<file path="src/rtl/reduce_tree_pipe_if.sv">
// Beat stream in, one-bit-per-packet result stream out, for reduce_tree_pipe.
// With REDUCE_FIRST_EN defined the result side also carries out_hit/out_first.
interface reduce_tree_pipe_if #(
  parameter int WIDTH = 8,
  parameter int CNT_W = 4
);
  logic [WIDTH-1:0] in_data;
  logic [1:0]       in_op;
  logic             in_last;
  logic             in_valid;
  logic             in_ready;
  logic             out_result;
  logic [CNT_W-1:0] out_beats;
  logic             out_valid;
  logic             out_ready;
`ifdef REDUCE_FIRST_EN
  logic             out_hit;
  logic [CNT_W-1:0] out_first;
`endif

  modport master (
    output in_data, in_op, in_last, in_valid, out_ready,
`ifdef REDUCE_FIRST_EN
    input  out_hit, out_first,
`endif
    input  in_ready, out_result, out_beats, out_valid
  );

  modport slave (
    input  in_data, in_op, in_last, in_valid, out_ready,
`ifdef REDUCE_FIRST_EN
    output out_hit, out_first,
`endif
    output in_ready, out_result, out_beats, out_valid
  );
endinterface

</file>
<file path="src/rtl/reduce_tree_pipe.sv">
// Pipelined WIDTH-input bitwise reduction (OR/AND/XOR/NOR) folded over multi-beat packets.
// Define REDUCE_FIRST_EN to add out_hit/out_first (first beat with any bit set).
module reduce_tree_pipe #(
  parameter int WIDTH = 8,
  parameter int CNT_W = 4
) (
  input logic               clk,
  input logic               reset,
  reduce_tree_pipe_if.slave bus
);
  localparam int L  = $clog2(WIDTH);
  localparam int TW = 2 * WIDTH - 1;
  localparam logic [CNT_W-1:0] CNT_MAX = '1;
  localparam logic [CNT_W-1:0] CNT_ONE = CNT_W'(1);

  typedef enum logic {FIRST, MID} acc_state_t;

  function automatic logic red2(input logic [1:0] op, input logic a, input logic b);
    case (op)
      2'b01:   return a & b;
      2'b10:   return a ^ b;
      default: return a | b;
    endcase
  endfunction

  logic stall, adv, take;
  assign stall        = bus.out_valid & ~bus.out_ready;
  assign adv          = ~stall;
  assign take         = bus.in_valid & adv;
  assign bus.in_ready = adv;

  // The op is latched from the first beat so later beats of the packet reduce with it.
  logic       in_first;
  logic [1:0] pkt_op, beat_op;
  assign beat_op = in_first ? bus.in_op : pkt_op;

  always_ff @(posedge clk) begin
    if (reset) begin
      in_first <= 1'b1;
      pkt_op   <= 2'b00;
    end else if (take) begin
      in_first <= bus.in_last;
      if (in_first) pkt_op <= bus.in_op;
    end
  end

  // All tree levels packed into one vector: level j starts at 2*WIDTH - (2*WIDTH >> j).
  logic [TW-1:0]   tree, tree_nxt;
  logic [L:0]      vld, lst, fst;
  logic [L:0][1:0] opq;

  assign tree_nxt[WIDTH-1:0] = bus.in_data;

  for (genvar j = 1; j <= L; j++) begin : g_lvl
    localparam int SRC = 2 * WIDTH - ((2 * WIDTH) >> (j - 1));
    localparam int DST = 2 * WIDTH - ((2 * WIDTH) >> j);
    for (genvar b = 0; b < (WIDTH >> j); b++) begin : g_node
      assign tree_nxt[DST+b] = red2(opq[j-1], tree[SRC+2*b], tree[SRC+2*b+1]);
    end
  end

  always_ff @(posedge clk) begin
    if (reset) begin
      tree <= '0;
      vld  <= '0;
      lst  <= '0;
      fst  <= '0;
      opq  <= '0;
    end else if (adv) begin
      tree <= tree_nxt;
      vld  <= {vld[L-1:0], take};
      lst  <= {lst[L-1:0], bus.in_last};
      fst  <= {fst[L-1:0], in_first};
      opq  <= {opq[L-1:0], beat_op};
    end
  end

  acc_state_t       state, state_nxt;
  logic             acc, acc_nxt, beat, first_beat, emit, res_nxt;
  logic [CNT_W-1:0] cnt, cnt_nxt;

  assign beat = tree[TW-1];

  always_comb begin
    state_nxt  = state;
    acc_nxt    = acc;
    cnt_nxt    = cnt;
    emit       = 1'b0;
    first_beat = (state == FIRST) | fst[L];
    if (vld[L]) begin
      if (first_beat) begin
        acc_nxt = beat;
        cnt_nxt = CNT_ONE;
      end else begin
        acc_nxt = red2(opq[L], acc, beat);
        cnt_nxt = (cnt == CNT_MAX) ? cnt : cnt + CNT_ONE;
      end
      emit      = lst[L];
      state_nxt = lst[L] ? FIRST : MID;
    end
    // NOR is an OR tree with a single inversion at emit.
    res_nxt = acc_nxt ^ (opq[L] == 2'b11);
  end

  always_ff @(posedge clk) begin
    if (reset) begin
      state          <= FIRST;
      acc            <= 1'b0;
      cnt            <= '0;
      bus.out_valid  <= 1'b0;
      bus.out_result <= 1'b0;
      bus.out_beats  <= '0;
    end else if (adv) begin
      state         <= state_nxt;
      acc           <= acc_nxt;
      cnt           <= cnt_nxt;
      bus.out_valid <= emit;
      if (emit) begin
        bus.out_result <= res_nxt;
        bus.out_beats  <= cnt_nxt;
      end
    end
  end

`ifdef REDUCE_FIRST_EN
  logic [L:0]       anyq;
  logic             hit, hit_nxt;
  logic [CNT_W-1:0] fidx, fidx_nxt;

  // cnt before this beat's increment is its saturated 0-based index within the packet.
  always_comb begin
    hit_nxt  = hit;
    fidx_nxt = fidx;
    if (vld[L]) begin
      if (first_beat) begin
        hit_nxt  = anyq[L];
        fidx_nxt = '0;
      end else if (!hit && anyq[L]) begin
        hit_nxt  = 1'b1;
        fidx_nxt = cnt;
      end
    end
  end

  always_ff @(posedge clk) begin
    if (reset) begin
      anyq          <= '0;
      hit           <= 1'b0;
      fidx          <= '0;
      bus.out_hit   <= 1'b0;
      bus.out_first <= '0;
    end else if (adv) begin
      anyq <= {anyq[L-1:0], |bus.in_data};
      hit  <= hit_nxt;
      fidx <= fidx_nxt;
      if (emit) begin
        bus.out_hit   <= hit_nxt;
        bus.out_first <= fidx_nxt;
      end
    end
  end
`endif

endmodule

</file>
<file path="src/flat_wrapper.sv">
// flat-port wrapper written by rule: the top's interface ports become plain ports
module reduce_tree_pipe_flat 
#(
  parameter int WIDTH = 8,
  parameter int CNT_W = 4
)
  (clk, reset, bus_in_data, bus_in_op, bus_in_last, bus_in_valid, bus_out_ready, bus_in_ready, bus_out_result, bus_out_beats, bus_out_valid);
  reduce_tree_pipe_if #(.WIDTH(WIDTH), .CNT_W(CNT_W)) bus_i ();
  input logic clk;
  input logic reset;
  input wire logic [$bits(bus_i.in_data)-1:0] bus_in_data;
  input wire logic [$bits(bus_i.in_op)-1:0] bus_in_op;
  input wire logic [$bits(bus_i.in_last)-1:0] bus_in_last;
  input wire logic [$bits(bus_i.in_valid)-1:0] bus_in_valid;
  input wire logic [$bits(bus_i.out_ready)-1:0] bus_out_ready;
  output wire logic [$bits(bus_i.in_ready)-1:0] bus_in_ready;
  output wire logic [$bits(bus_i.out_result)-1:0] bus_out_result;
  output wire logic [$bits(bus_i.out_beats)-1:0] bus_out_beats;
  output wire logic [$bits(bus_i.out_valid)-1:0] bus_out_valid;
  assign bus_i.in_data = bus_in_data;
  assign bus_i.in_op = bus_in_op;
  assign bus_i.in_last = bus_in_last;
  assign bus_i.in_valid = bus_in_valid;
  assign bus_i.out_ready = bus_out_ready;
  assign bus_in_ready = bus_i.in_ready;
  assign bus_out_result = bus_i.out_result;
  assign bus_out_beats = bus_i.out_beats;
  assign bus_out_valid = bus_i.out_valid;
  reduce_tree_pipe #(.WIDTH(WIDTH), .CNT_W(CNT_W)) u_core (.clk(clk), .reset(reset), .bus(bus_i));
endmodule
</file>
<file path="config.mk">
export PLATFORM = sky130hd
export DESIGN_NAME = reduce_tree_pipe_flat
export DESIGN_NICKNAME = d
export VERILOG_FILES = /design/src/rtl/reduce_tree_pipe_if.sv /design/src/rtl/reduce_tree_pipe.sv /design/src/flat_wrapper.sv
export SDC_FILE = /design/constraint.sdc
export NUM_CORES = 1
export LEC_CHECK = 0
export ABC_CLOCK_PERIOD_IN_PS = 4500
export CAP_MARGIN = 5
export CORE_AREA = 2 2 65 67
export CTS_BUF_LIST = sky130_fd_sc_hd__clkbuf_8
export CTS_CLUSTER_SIZE = 14
export DETAILED_ROUTE_END_ITERATION = 8
export DIE_AREA = 0 0 67 69
export GPL_TIMING_DRIVEN = 0
export PLACE_DENSITY = 0.85
export SLEW_MARGIN = 20
export SYNTH_ARGS = -nofsm -noshare
export SYNTH_HDL_FRONTEND = slang
export SYNTH_SLANG_ARGS = --single-unit
</file>
<file path="constraint.sdc">
create_clock -name clk -period 4.5 [get_ports clk]
set_input_delay 1.125 -clock clk [delete_from_list [all_inputs] [get_ports clk]]
set_output_delay 1.125 -clock clk [all_outputs]
set_load 0.02 [all_outputs]
</file>
==> key figures <==
GRT
  • Largest net degree at the start of global routing: 18
  • Number of global-route vias before repair: 1824
  • First-pass GRT wire length: 8290 um
  • GRT overflow: 0
  • Initial antenna violation count: 0
  • GRT Util Overall: 23.4%

Clock network
  • Cts repair resizes: 0
  • Sink Count: 50
  • CTS root buffer: clkbuf_8
  • CTS tree: yes
  • Clock latency on the worst-skew pair: 0.32 ns
  • Setup repair bufs after CTS: 0
  • Clock transition at path regs: 0.10 ns
  • # hold bufs at CTS: 0
  • Num CTS Buffers: 5
  • H-tree depth: 2
  • Max Buffers Root-to-Sink: 2

Yosys
  • Synthesized flop and latch total: 50
  • Most frequent cell after synthesis: nand2_1
  • Area contributors post-synth: dfxtp_1 41%, ha_1 13%, nand2_1 9.3%
  • Most instantiated cells after synthesis: 60 x nand2_1, 50 x dfxtp_1, 38 x a21oi_1, 26 x ha_1, 25 x inv_1
  • Netlist Area Pre-Place: 2430 sq um
  • Syn_area_per_cell: 8.35 sq um
  • Syn nets: 332
  • Yosys top cell by area: dfxtp_1
  • Synth Flop Type: dfxtp_1
  • Synth warn: 0
  • Asr flop ratio synth: 0%
  • Post-synth EDFFs: 0
  • Sequential cell area fraction in the yosys report: 41.2%
  • Distinct cells, synth: 37
  • Yosys top cell area share: 41.2%
  • Post-Synthesis Cells: 291

Floorplanning
  • Num ports: 22
  • Starting Density: 62.1%
  • Die Area: 4620 sq um
  • Row cnt: 23
  • Die H: 69 um
  • Width of the die: 67 um
  • Core Area: 3910 sq um

STA
  • Period utilization: 90.9%
  • Final Critical Period: 4.09 ns
  • Relative max-transition margin: 61.5%
  • Final setup skew: 0.0132 ns
  • Worst Hold Margin: 0.459 ns
  • Final Max Tran Viols: 0
  • Count of final setup violators: 0
  • Unrepaired setup endpoints after global routing: false
  • Final Hold Vio Count: 0
  • Measured slew at the worst slew-check pin: 0.577 ns
  • Setup TNS: 0 ns
  • Max Clk Rate: 244 MHz

Cells and area
  • Area delta synth->final: 15.6%
  • Layout cells sized above 1: 5.64%
  • Nets@finish: 359
  • N_diodes: 0
  • Final Util: 71.7%

Min path
  • Hold path endpoint: u_core.lst[2]
  • Hold Crit Class: flip-flop to flip-flop
  • Hold Startpoint: u_core.lst[2]
  • Hold depth: 2

Route
  • Antenna-violating nets left: 0
  • Drt pass-1 iters: 4
  • Total Wirelength: 4900 um
  • Vias/cell: 5.51
  • DRC: 0
  • Initial drt markers: 125
  • Routed via count: 2032
  • Avg WL per Cell: 13.3 um

Power
  • Leakage Power: 1.16 nW
  • Worst vdd ir: 0.000249 V
  • P per Cell Area: 322 nW/um^2
  • Pwr Total: 0.000905 W

Worst setup path
  • Worst R2R Start: u_core.tree[14]
  • Worst r2r path cells: 6
  • WS Path Type: input pin to primary output
  • Flop2flop setup slack: 2.72 ns
  • CP Max Fanout: 10
  • Type of origin of the critical path: input pin
  • RR Endpoint: u_core.bus.out_result
  • Worst EP required: 3.38 ns
  • WP data arrival: 2.97 ns
  • Setup crit end kind: primary output

Place
  • GPL Wtd Cong: 0.822
  • Post-DP HPWL: 3430 um
  • Port Buf Inserts: 20

Outcome
  • Status: complete, no violations

Flow run
  • Max-cap violations: 0
[routing by layer]
| layer | vias to the layer above | wire length (um) | track usage, % |
|---|---|---|---|
| met5 | - | 0 | 0 |
| met4 | 0 | 99 | 8.62 |
| met3 | 8 | 278 | 5.87 |
| met2 | 60 | 2340 | 37.0 |
| met1 | 920 | 2180 | 30.4 |
| li1 | 1044 | - | - |
[worst max-delay path by stage]
stage,endpoint,startpoint,cells after the start
floorplan,bus_in_ready,bus_out_ready,5
global placement,bus_in_ready,bus_out_ready,7
detailed placement,bus_in_ready,bus_out_ready,7
CTS,bus_in_ready,bus_out_ready,7
global route,bus_in_ready,bus_out_ready,7
finish,bus_in_ready,bus_out_ready,7
[critical path: stages]
cell and delay [ns]:
clkdlybuf4s50_1 0.52, nor2b_4 0.05, buf_6 0.13, inv_2 0.08, buf_4 0.17, buf_2 0.24
clkdlybuf4s50_1 0.64
[metrics by stage]
stage / area (sq um) / std cells / setup slack (ns)
after floorplan: 2430 / 291 / 1.67
after global placement: 2690 / 361 / 0.427
after detailed placement: 2690 / 361 / 0.429
after CTS: 2810 / 369 / 0.421
after global routing: 2810 / 369 / 0.366
final: 2810 / 369 / 0.408
[cell families after synthesis]
kind of cell,after synthesis,synth area share (%)
AOI/OAI and AO/OA,70,18.5
xor gates and xnor gates,1,0.361
adders and majority gates,26,13.4
buffers and inverters,44,7.52
DFF,50,41.2
muxes,5,2.06
and+or+nand+nor,95,16.9
[cell type report]
| type | count | area [sq um] |
|---|---|---|
| Sequential cell | 50 | 1000 |
| Clock buffer | 5 | 68.8 |
| Clock inverter | 3 | 47.5 |
| Tap cell | 50 | 62.6 |
| Multi-Input combinational cell | 197 | 1240 |
| Timing Repair Buffer | 20 | 200 |
| Inverter | 26 | 97.6 |
| Fill cell | 309 | 1110 |
| Buffer | 18 | 85.1 |
[report_power, final]
part | leakage [nW] | switching (W) | internal [W]
Sequential | 0.410 | 0.0000166 | 0.000463
Clock | 0.0587 | 0.000165 | 0.000169
Combinational | 0.689 | 0.0000465 | 0.0000447
Total | 1.16 | 0.000229 | 0.000676
[cells in the final DEF (no fill, tap or decap), types with 2 or more instances in the layout]
cell             count
buf_2                5
nor3_1               3
dfxtp_1             50
nand3_1              3
ha_1                26
clkbuf_8             5
a22oi_1              3
a221oi_1             7
a21oi_1             38
inv_1               25
clkbuf_1            11
clkdlybuf4s50_1     20
nor2_1              18
mux2i_1              5
a211oi_1            12
and3_1               2
nand3b_1             2
nand2_1             60
[flip-flops by register name, indices dropped and copies added (netlist names), 2 cells and up]
register and flops:
u_core.tree 15, u_core.lst 4, u_core.pkt_op 2, u_core.fst 4
u_core.vld 4, u_core.cnt 4, u_core.opq 8, u_core.bus.out_beats 4
Power figures use the tool's default switching activity.
